### config.mk
export PLATFORM = sky130hd
export DESIGN_NAME = asconp_ctrl_flat
export DESIGN_NICKNAME = d
export VERILOG_FILES = /design/src/rtl/asconp_ctrl_if.sv /design/src/rtl/asconp_ctrl.sv /design/src/flat_wrapper.sv
export SDC_FILE = /design/constraint.sdc
export NUM_CORES = 1
export LEC_CHECK = 0
export CAP_MARGIN = 20
export CORE_AREA = 4 4 526 528
export CTS_BUF_LIST = sky130_fd_sc_hd__clkbuf_16
export DETAILED_ROUTE_END_ITERATION = 16
export DIE_AREA = 0 0 530 532
export HOLD_SLACK_MARGIN = 0.06
export PLACE_DENSITY_LB_ADDON = 0.1
export SYNTH_ARGS = -nofsm -noshare
export SYNTH_HDL_FRONTEND = slang
export SYNTH_SLANG_ARGS = --single-unit
export TNS_END_PERCENT = 50
### constraint.sdc
create_clock -name clk -period 19.8 [get_ports clk]
set_input_delay 3.96 -clock clk [delete_from_list [all_inputs] [get_ports clk]]
set_output_delay 3.96 -clock clk [all_outputs]
set_load 0.01 [all_outputs]
### src/rtl/asconp_ctrl_if.sv
// ---------------------------------------------------------------------------
// asconp_ctrl_if
// Bundle of every handshake and data signal between the Ascon permutation
// controller and its surroundings:
//   request   : in_valid/in_ready, rounds_i, state_i
//   result    : out_valid/out_ready, state_o, err_o
//   config    : cfg_valid/cfg_ready, cfg_data
//   datapath  : upd_sbox, sbox_new_data_o, round_cnt, perm_state_o, perm_state_i
//   status    : busy
// modport slave  : the controller's view.
// modport master : the view of whoever drives requests/config and hosts the
//                  permutation datapath.
// ---------------------------------------------------------------------------
interface asconp_ctrl_if;
    logic         in_valid;
    logic         in_ready;
    logic [3:0]   rounds_i;
    logic [319:0] state_i;
    logic         out_valid;
    logic         out_ready;
    logic [319:0] state_o;
    logic         err_o;
    logic         cfg_valid;
    logic [20:0]  cfg_data;
    logic         cfg_ready;
    logic         upd_sbox;
    logic [20:0]  sbox_new_data_o;
    logic [3:0]   round_cnt;
    logic [319:0] perm_state_o;
    logic [319:0] perm_state_i;
    logic         busy;

    modport slave (
        input  in_valid, rounds_i, state_i, out_ready, cfg_valid, cfg_data, perm_state_i,
        output in_ready, out_valid, state_o, err_o, cfg_ready, upd_sbox, sbox_new_data_o,
               round_cnt, perm_state_o, busy
    );

    modport master (
        output in_valid, rounds_i, state_i, out_ready, cfg_valid, cfg_data, perm_state_i,
        input  in_ready, out_valid, state_o, err_o, cfg_ready, upd_sbox, sbox_new_data_o,
               round_cnt, perm_state_o, busy
    );
endinterface

### src/rtl/asconp_ctrl.sv
// ---------------------------------------------------------------------------
// asconp_ctrl
// Control FSM for an external Ascon permutation datapath that applies UROL
// rounds per clock. Accepts a 320-bit state plus round count, iterates the
// datapath for rounds_i/UROL cycles and returns the result; illegal round
// counts are echoed back unchanged with err_o set. Between permutations it
// streams SBOX_WORDS 21-bit configuration words into the datapath S-box LUT.
//
// Ports:
//   clk  - single clock, rising edge
//   rst  - asynchronous, active-high reset
//   bus  - asconp_ctrl_if.slave: request (in_*/rounds_i/state_i), result
//          (out_*/state_o/err_o), config (cfg_*), datapath (upd_sbox,
//          sbox_new_data_o, round_cnt, perm_state_o, perm_state_i), busy
// ---------------------------------------------------------------------------
module asconp_ctrl #(
    parameter int UROL       = 1,
    parameter int SBOX_WORDS = 8
) (
    input  logic         clk,
    input  logic         rst,
    asconp_ctrl_if.slave bus
);
    // Word counter only needs to hold 0..SBOX_WORDS-1: it clears on the last word.
    localparam int                 CNT_W     = (SBOX_WORDS > 1) ? $clog2(SBOX_WORDS) : 1;
    localparam logic [CNT_W-1:0]   LAST_WORD = CNT_W'(SBOX_WORDS - 1);
    localparam logic [CNT_W-1:0]   CNT_ONE   = CNT_W'(1);
    localparam logic [3:0]         STEP      = 4'(UROL);

    typedef enum logic [1:0] {IDLE, CFG, RUN, DONE} state_t;

    state_t             r_state;
    logic [319:0]       r_s;
    logic [3:0]         r_round_cnt;
    logic [CNT_W-1:0]   r_word_cnt;
    logic               r_err;
    logic               r_out_valid;
    logic               r_busy;
    logic               r_upd_sbox;
    logic [20:0]        r_sbox_data;

    logic               w_cfg_ready;
    logic               w_in_ready;
    logic               w_cfg_hs;
    logic               w_in_hs;
    logic               w_rounds_legal;

    // Configuration has priority over a simultaneous request in IDLE.
    assign w_cfg_ready    = (r_state == IDLE) || (r_state == CFG);
    assign w_in_ready     = (r_state == IDLE) && !bus.cfg_valid;
    assign w_cfg_hs       = bus.cfg_valid && w_cfg_ready;
    assign w_in_hs        = bus.in_valid && w_in_ready;
    assign w_rounds_legal = (bus.rounds_i != 4'd0) && (bus.rounds_i <= 4'd12) &&
                            ((bus.rounds_i % STEP) == 4'd0);

    always_ff @(posedge clk or posedge rst) begin
        if (rst) begin
            r_state     <= IDLE;
            r_s         <= '0;
            r_round_cnt <= '0;
            r_word_cnt  <= '0;
            r_err       <= 1'b0;
            r_out_valid <= 1'b0;
            r_busy      <= 1'b0;
            r_upd_sbox  <= 1'b0;
            r_sbox_data <= '0;
        end else begin
            // LUT write strobe trails word acceptance by one cycle.
            r_upd_sbox <= w_cfg_hs;
            if (w_cfg_hs) begin
                r_sbox_data <= bus.cfg_data;
            end

            case (r_state)
                IDLE: begin
                    if (w_cfg_hs) begin
                        if (SBOX_WORDS > 1) begin
                            r_word_cnt <= CNT_ONE;
                            r_state    <= CFG;
                            r_busy     <= 1'b1;
                        end
                    end else if (w_in_hs) begin
                        r_s    <= bus.state_i;
                        r_busy <= 1'b1;
                        if (w_rounds_legal) begin
                            r_round_cnt <= bus.rounds_i;
                            r_state     <= RUN;
                        end else begin
                            // Illegal count: skip the datapath, echo the input.
                            r_err       <= 1'b1;
                            r_out_valid <= 1'b1;
                            r_state     <= DONE;
                        end
                    end
                end
                CFG: begin
                    if (w_cfg_hs) begin
                        if (r_word_cnt == LAST_WORD) begin
                            r_word_cnt <= '0;
                            r_state    <= IDLE;
                            r_busy     <= 1'b0;
                        end else begin
                            r_word_cnt <= r_word_cnt + CNT_ONE;
                        end
                    end
                end
                RUN: begin
                    r_s <= bus.perm_state_i;
                    // round_cnt falls to 0 on the last step so it reads 0 outside RUN.
                    if (r_round_cnt == STEP) begin
                        r_round_cnt <= '0;
                        r_out_valid <= 1'b1;
                        r_state     <= DONE;
                    end else begin
                        r_round_cnt <= r_round_cnt - STEP;
                    end
                end
                DONE: begin
                    if (bus.out_ready) begin
                        r_err       <= 1'b0;
                        r_out_valid <= 1'b0;
                        r_busy      <= 1'b0;
                        r_state     <= IDLE;
                    end
                end
                default: begin
                    r_state <= IDLE;
                end
            endcase
        end
    end

    assign bus.in_ready        = w_in_ready;
    assign bus.cfg_ready       = w_cfg_ready;
    assign bus.out_valid       = r_out_valid;
    assign bus.state_o         = r_s;
    assign bus.err_o           = r_err;
    assign bus.perm_state_o    = r_s;
    assign bus.round_cnt       = r_round_cnt;
    assign bus.upd_sbox        = r_upd_sbox;
    assign bus.sbox_new_data_o = r_sbox_data;
    assign bus.busy            = r_busy;

endmodule

### src/flat_wrapper.sv
// flat-port wrapper written by rule: the top's interface ports become plain ports
module asconp_ctrl_flat 
#(
    parameter int UROL       = 1,
    parameter int SBOX_WORDS = 8
)
  (clk, rst, bus_in_valid, bus_rounds_i, bus_state_i, bus_out_ready, bus_cfg_valid, bus_cfg_data, bus_perm_state_i, bus_in_ready, bus_out_valid, bus_state_o, bus_err_o, bus_cfg_ready, bus_upd_sbox, bus_sbox_new_data_o, bus_round_cnt, bus_perm_state_o, bus_busy);
  asconp_ctrl_if bus_i ();
  input  logic clk;
  input  logic rst;
  input wire logic [$bits(bus_i.in_valid)-1:0] bus_in_valid;
  input wire logic [$bits(bus_i.rounds_i)-1:0] bus_rounds_i;
  input wire logic [$bits(bus_i.state_i)-1:0] bus_state_i;
  input wire logic [$bits(bus_i.out_ready)-1:0] bus_out_ready;
  input wire logic [$bits(bus_i.cfg_valid)-1:0] bus_cfg_valid;
  input wire logic [$bits(bus_i.cfg_data)-1:0] bus_cfg_data;
  input wire logic [$bits(bus_i.perm_state_i)-1:0] bus_perm_state_i;
  output wire logic [$bits(bus_i.in_ready)-1:0] bus_in_ready;
  output wire logic [$bits(bus_i.out_valid)-1:0] bus_out_valid;
  output wire logic [$bits(bus_i.state_o)-1:0] bus_state_o;
  output wire logic [$bits(bus_i.err_o)-1:0] bus_err_o;
  output wire logic [$bits(bus_i.cfg_ready)-1:0] bus_cfg_ready;
  output wire logic [$bits(bus_i.upd_sbox)-1:0] bus_upd_sbox;
  output wire logic [$bits(bus_i.sbox_new_data_o)-1:0] bus_sbox_new_data_o;
  output wire logic [$bits(bus_i.round_cnt)-1:0] bus_round_cnt;
  output wire logic [$bits(bus_i.perm_state_o)-1:0] bus_perm_state_o;
  output wire logic [$bits(bus_i.busy)-1:0] bus_busy;
  assign bus_i.in_valid = bus_in_valid;
  assign bus_i.rounds_i = bus_rounds_i;
  assign bus_i.state_i = bus_state_i;
  assign bus_i.out_ready = bus_out_ready;
  assign bus_i.cfg_valid = bus_cfg_valid;
  assign bus_i.cfg_data = bus_cfg_data;
  assign bus_i.perm_state_i = bus_perm_state_i;
  assign bus_in_ready = bus_i.in_ready;
  assign bus_out_valid = bus_i.out_valid;
  assign bus_state_o = bus_i.state_o;
  assign bus_err_o = bus_i.err_o;
  assign bus_cfg_ready = bus_i.cfg_ready;
  assign bus_upd_sbox = bus_i.upd_sbox;
  assign bus_sbox_new_data_o = bus_i.sbox_new_data_o;
  assign bus_round_cnt = bus_i.round_cnt;
  assign bus_perm_state_o = bus_i.perm_state_o;
  assign bus_busy = bus_i.busy;
  asconp_ctrl #(.UROL(UROL), .SBOX_WORDS(SBOX_WORDS)) u_core (.clk(clk), .rst(rst), .bus(bus_i));
endmodule
### After elaboration in Yosys (flattened, before gate mapping)

Index checks and enable logic that the tools add are counted.

| word-level totals | value |
|---|---|
| logic and storage cells | 79 |
| memories kept | 0 |
| bits in latches | 0 |
| output and inout bits | 671 |
| memory bits (writable) | 0 |
| ROM bits | 0 |
| input bits | 670 |
| register bits | 354 |

| operators by class | value |
|---|---|
| shift operators | 0 |
| equal/unequal tests | 15 |
| divide/modulo/power cells | 0 |
| reductions and logical operators | 20 |
| bitwise operators | 0 |
| $mul | 0 |
| mux-type cells | 32 |
| add/subtract/negate cells | 2 |
| magnitude comparators | 1 |

Operators by type and width:

| kind | count |
|---|---|
| $mux 320 | 2 |
| $pmux 320 s2 | 1 |
| $mux 4 | 4 |
| $reduce_and 5->1 | 3 |
| $mux 2 | 6 |
| $mux 1 | 10 |
| $ne 2x1->1 const B | 5 |
| $mux 3 | 3 |
| $ne 2x2->1 const B | 4 |
| $pmux 2 s4 | 1 |
| $pmux 4 s2 | 1 |
| $pmux 1 s3 | 2 |
| $pmux 3 s2 | 1 |
| $reduce_and 3->1 | 2 |
| $reduce_and 6->1 | 1 |
| $reduce_bool 2->1 | 3 |
| $reduce_bool 3->1 | 2 |
| $eq 2x2->1 const B | 2 |
| $eq 4x1->1 const B | 1 |
| $le 4x4->1 const B | 1 |
| $logic_and 1x1->1 | 4 |
| $reduce_and 4->1 | 1 |
| $reduce_bool 4->1 | 1 |
| $sub 4x1->4 const B | 1 |
| other kinds (8) | 8 |

### Longest topological paths before layout

| depth | value |
|---|---|
| word-level depth | 6 |
| depth in mapped cells | 7 |
| mapped depth without buffers | 6 |

### Worst setup path before layout

Ideal clock, no wire load.

| timing path | value |
|---|---|
| path kind | in2out |
| from | input port bus_cfg_valid |
| to | output port bus_in_ready |
| required time | 15840 ps |
| cell stages on the path | 1 |
| slack | 11575 ps |
| buffers on the path | 0 |
| arrival time | 4265 ps |
| path through | nor3_1 |

| between the ends | value |
|---|---|
| cells in the longest elaborated chain, start to end | 2 |

RTL lines:

| what | line | RTL |
|---|---|---|
| start: declaration | flat_wrapper.sv:15 | `input wire logic [$bits(bus_i.cfg_valid)-1:0] bus_cfg_valid;` |
| $logic_not 1->1 | asconp_ctrl.sv:50 | `assign w_in_ready = (r_state == IDLE) && !bus.cfg_valid;` |
| $logic_and 1x1->1 | asconp_ctrl.sv:50 |  |
| end: declaration | flat_wrapper.sv:18 | `output wire logic [$bits(bus_i.in_ready)-1:0] bus_in_ready;` |

Every way passes these cells.

### Final worst setup path

Same ends and word-level chain as after synthesis.

==> impl_metrics.yaml <==
status:
  outcome: "finished clean"
final_layout:
  final_common_cell: "clkdlybuf4s50_1"
  layout_common_cells: "clkdlybuf4s50_1, dfrtp_1, nand2_1"
  drive_above_1_share_pct: 4.19
  syn_to_final_growth_pct: 90.7
  nets: 3495
  final_cell_count_no_fill: 6462
  design_area_mm2: 0.0353
yosys:
  yosysWarningCount: 0
  ys_types: 36
  ys_seq_area_share_pct: 47.9
  yosys_register_bits: 354
  syn_inst: 1832
  synth_area_mm2: 0.0185
  syn_area_per_cell_um2: 10.1
  synth_fp_nets: 2506
timing:
  period_needed_ns: 9.34
  report.final.hold_viol_count: 0
  worst_pin_slew_ns: 0.948
  tns_ns: 0
  setup_viol: 0
  fmax_mhz: 107
  fin_hold_ws_ns: 0.504
  period_share_pct: 47.2
  fin_skew_ns: 0.0333
  slew_headroom_pct: 36.8
  drv_slew: 0
  rsz0062_at_grt: "false"
worst_setup_path:
  crit_type: "in -> out"
  slowest_stage: "clkdlybuf4s50_1"
  crit_arrival_ns: 5.38
  startpoint_type: "primary input"
  critical_path.max_stage_delay_ns: 0.69
  cpMostUsedCell: "clkdlybuf4s50_1"
  crit_chain: "clkdlybuf4s50_1 -> nor3_1 -> clkdlybuf4s50_1"
  end_kind: "output port"
  timing.critical_path.fanout_max: 5
  crit_required_ns: 15.84
detailed_routing:
  drc: 0
  detail_route.iter0.violations: 850
  dr.pass1.iters: 5
  antenna_left: 0
  wl_mm: 164
  avgRoutedWirePerCell_um: 25.3
  vias_per_cell: 2.63
  vias: 17000
placement:
  hpwl_mm: 139
  place_area_mm2: 0.0336
  dp_cells: 6351
  gp_congestion: 0.787
  portBuffers: 1340
grt:
  grt_pass1_vias: 18300
  antenna_found_initial: 62
  grt_pass1_wl_mm: 207
  gr-total-overflow: 0
  grt_use_total_pct: 11.1
  grt_start_max_net_pins: 152
clocking:
  post_cts_buffers: 0
  clk_transition_reported_paths_ns: 0.06
  numCtsBuffers: 57
  clock_sinks: 354
  cts_buffer_depth: 3
  cts_tree: "yes"
  cts_root_buffer: "clkbuf_16"
  clock_latency_ns: 0.68
  htree_levels: 2
  cts_resized: 0
  holdBufCountCts: 0
die:
  die_x_um: 530
  die-area_mm2: 0.282
  dieHeight_um: 532
  fp.coreArea_mm2: 0.272
  pin_count: 1341
  rows: 192
  initial_core_util_pct: 6.80
power_and_ir_drop:
  power_per_cell_area_mw_per_mm2: 160
  p_leak_nw: 14.9
  ir_drop_mv: 0.0626
min_path:
  hp-class: "reg -> reg"
flow_run:
  maxCapViolCount: 0
logic make-up (layout without fill, tap and decap cells):
| group | count (synthesis) | in the layout | share of synthesized area (%) |
|---|---|---|---|
| buf+inv | 440 | 1472 | 16.3 |
| fa+ha+maj | 4 | 4 | 0.270 |
| flops | 354 | 354 | 47.9 |
| mux | 342 | 342 | 18.7 |
| simple gates | 346 | 346 | 7.24 |
| compound gates | 346 | 346 | 9.65 |
| other cells | 0 | 9 | 0 |
through the flow:
stage	total power, mW	utilization [%]	worst slack [ns]
floorplan	2.86	-	6.02
global placement	4.88	12.3	10.47
detailed placement	4.86	12.3	10.44
CTS	5.89	12.9	10.43
global route	6.09	13.0	10.33
finish	5.65	13.0	10.46
final timing paths:
path	slack, ns	end	from	cells after the start
min in group asynchronous	3.87	u_core.bus.perm_state_o[302]$_DFFE_PP0P_	rst	2
worst max register to register	14.77	u_core.bus.perm_state_o[200]$_DFFE_PP0P_	u_core.r_state[1]$_DFFE_PP0P_	7
worst min-delay path	0.50	u_core.bus.sbox_new_data_o[14]$_DFFE_PP0P_	u_core.bus.sbox_new_data_o[14]$_DFFE_PP0P_	1
worst min register to register	0.50	u_core.bus.sbox_new_data_o[14]$_DFFE_PP0P_	u_core.bus.sbox_new_data_o[14]$_DFFE_PP0P_	1
worst max-delay path	10.46	bus_in_ready	bus_cfg_valid	3
max in group asynchronous	13.14	u_core.bus.perm_state_o[143]$_DFFE_PP0P_	rst	5
synth_stat cells:
cell type / count / area (um2)
a32oi_1: 1 / 8.76
o21a_1: 1 / 7.51
o31a_1: 1 / 8.76
nand2_1: 326 / 1220
a2111oi_0: 1 / 8.76
o22ai_1: 1 / 6.26
o31ai_1: 1 / 7.51
a22oi_1: 1 / 7.51
clkbuf_1: 41 / 154
inv_1: 7 / 26.3
mux2_2: 21 / 236
a211oi_1: 1 / 7.51
nand3b_1: 1 / 7.51
dfrtp_1: 354 / 8860
nor3_1: 5 / 25.0
nand3_1: 2 / 10.0
a21o_1: 2 / 15.0
buf_4: 346 / 2600
a21oi_1: 5 / 25.0
mux2i_1: 320 / 3200
a211oi_4: 1 / 20.0
or4_4: 1 / 11.3
nor2_1: 5 / 18.8
nand4b_1: 1 / 8.76
nand2b_1: 2 / 12.5
clkbuf_4: 6 / 45.0
or2_4: 1 / 8.76
mux2_4: 1 / 15.0
buf_2: 40 / 200
nor3b_1: 1 / 7.51
a221oi_1: 1 / 8.76
nor2b_1: 1 / 6.26
o211ai_1: 2 / 15.0
a31oi_1: 2 / 12.5
ha_1: 4 / 50.1
o21ai_0: 325 / 1630
final cells by class:
| cell class | instances | area, um2 |
|---|---|---|
| multi-input cells | 1038 | 6650 |
| well taps | 3589 | 4490 |
| inverters | 7 | 33.8 |
| clock inverters | 45 | 215 |
| flip-flops and latches | 354 | 8860 |
| diodes | 9 | 22.5 |
| repair buffers | 1363 | 13600 |
| fillers | 30900 | 237000 |
| clock buffers | 57 | 1430 |
layer usage:
| layer | vias to the layer above | part of all wire [%] | GRT usage [%] | routed length [um] |
|---|---|---|---|---|
| met4 | 54 | 1.5 | 1.96 | 2420 |
| met5 | - | 0.21 | 0 | 350 |
| met3 | 153 | 14 | 6.87 | 23600 |
| met1 | 7919 | 39 | 12.6 | 63800 |
| li1 | 7899 | - | - | - |
| met2 | 976 | 45 | 17.9 | 73500 |
registers in the layout, summed over array words and instances, names as in the netlist:
name	flops
u_core.bus.sbox_new_data_o	21
u_core.bus.out_valid	1
u_core.bus.busy	1
u_core.r_word_cnt	3
u_core.bus.upd_sbox	1
u_core.bus.err_o	1
u_core.bus.perm_state_o	320
u_core.r_state	2
u_core.bus.round_cnt	4
power breakdown:
group	internal, mW	switching [mW]	total [mW]
logic	1.53	1.58	3.11
clock network	0.526	0.431	0.956
registers	1.08	0.506	1.59
total	3.13	2.52	5.65
critical path, delay by kind of cell:
kind | cells | cell delay, ns
simple gates | 1 | 0.24
buf+inv | 2 | 1.17
Power figures use the tool's default switching activity.
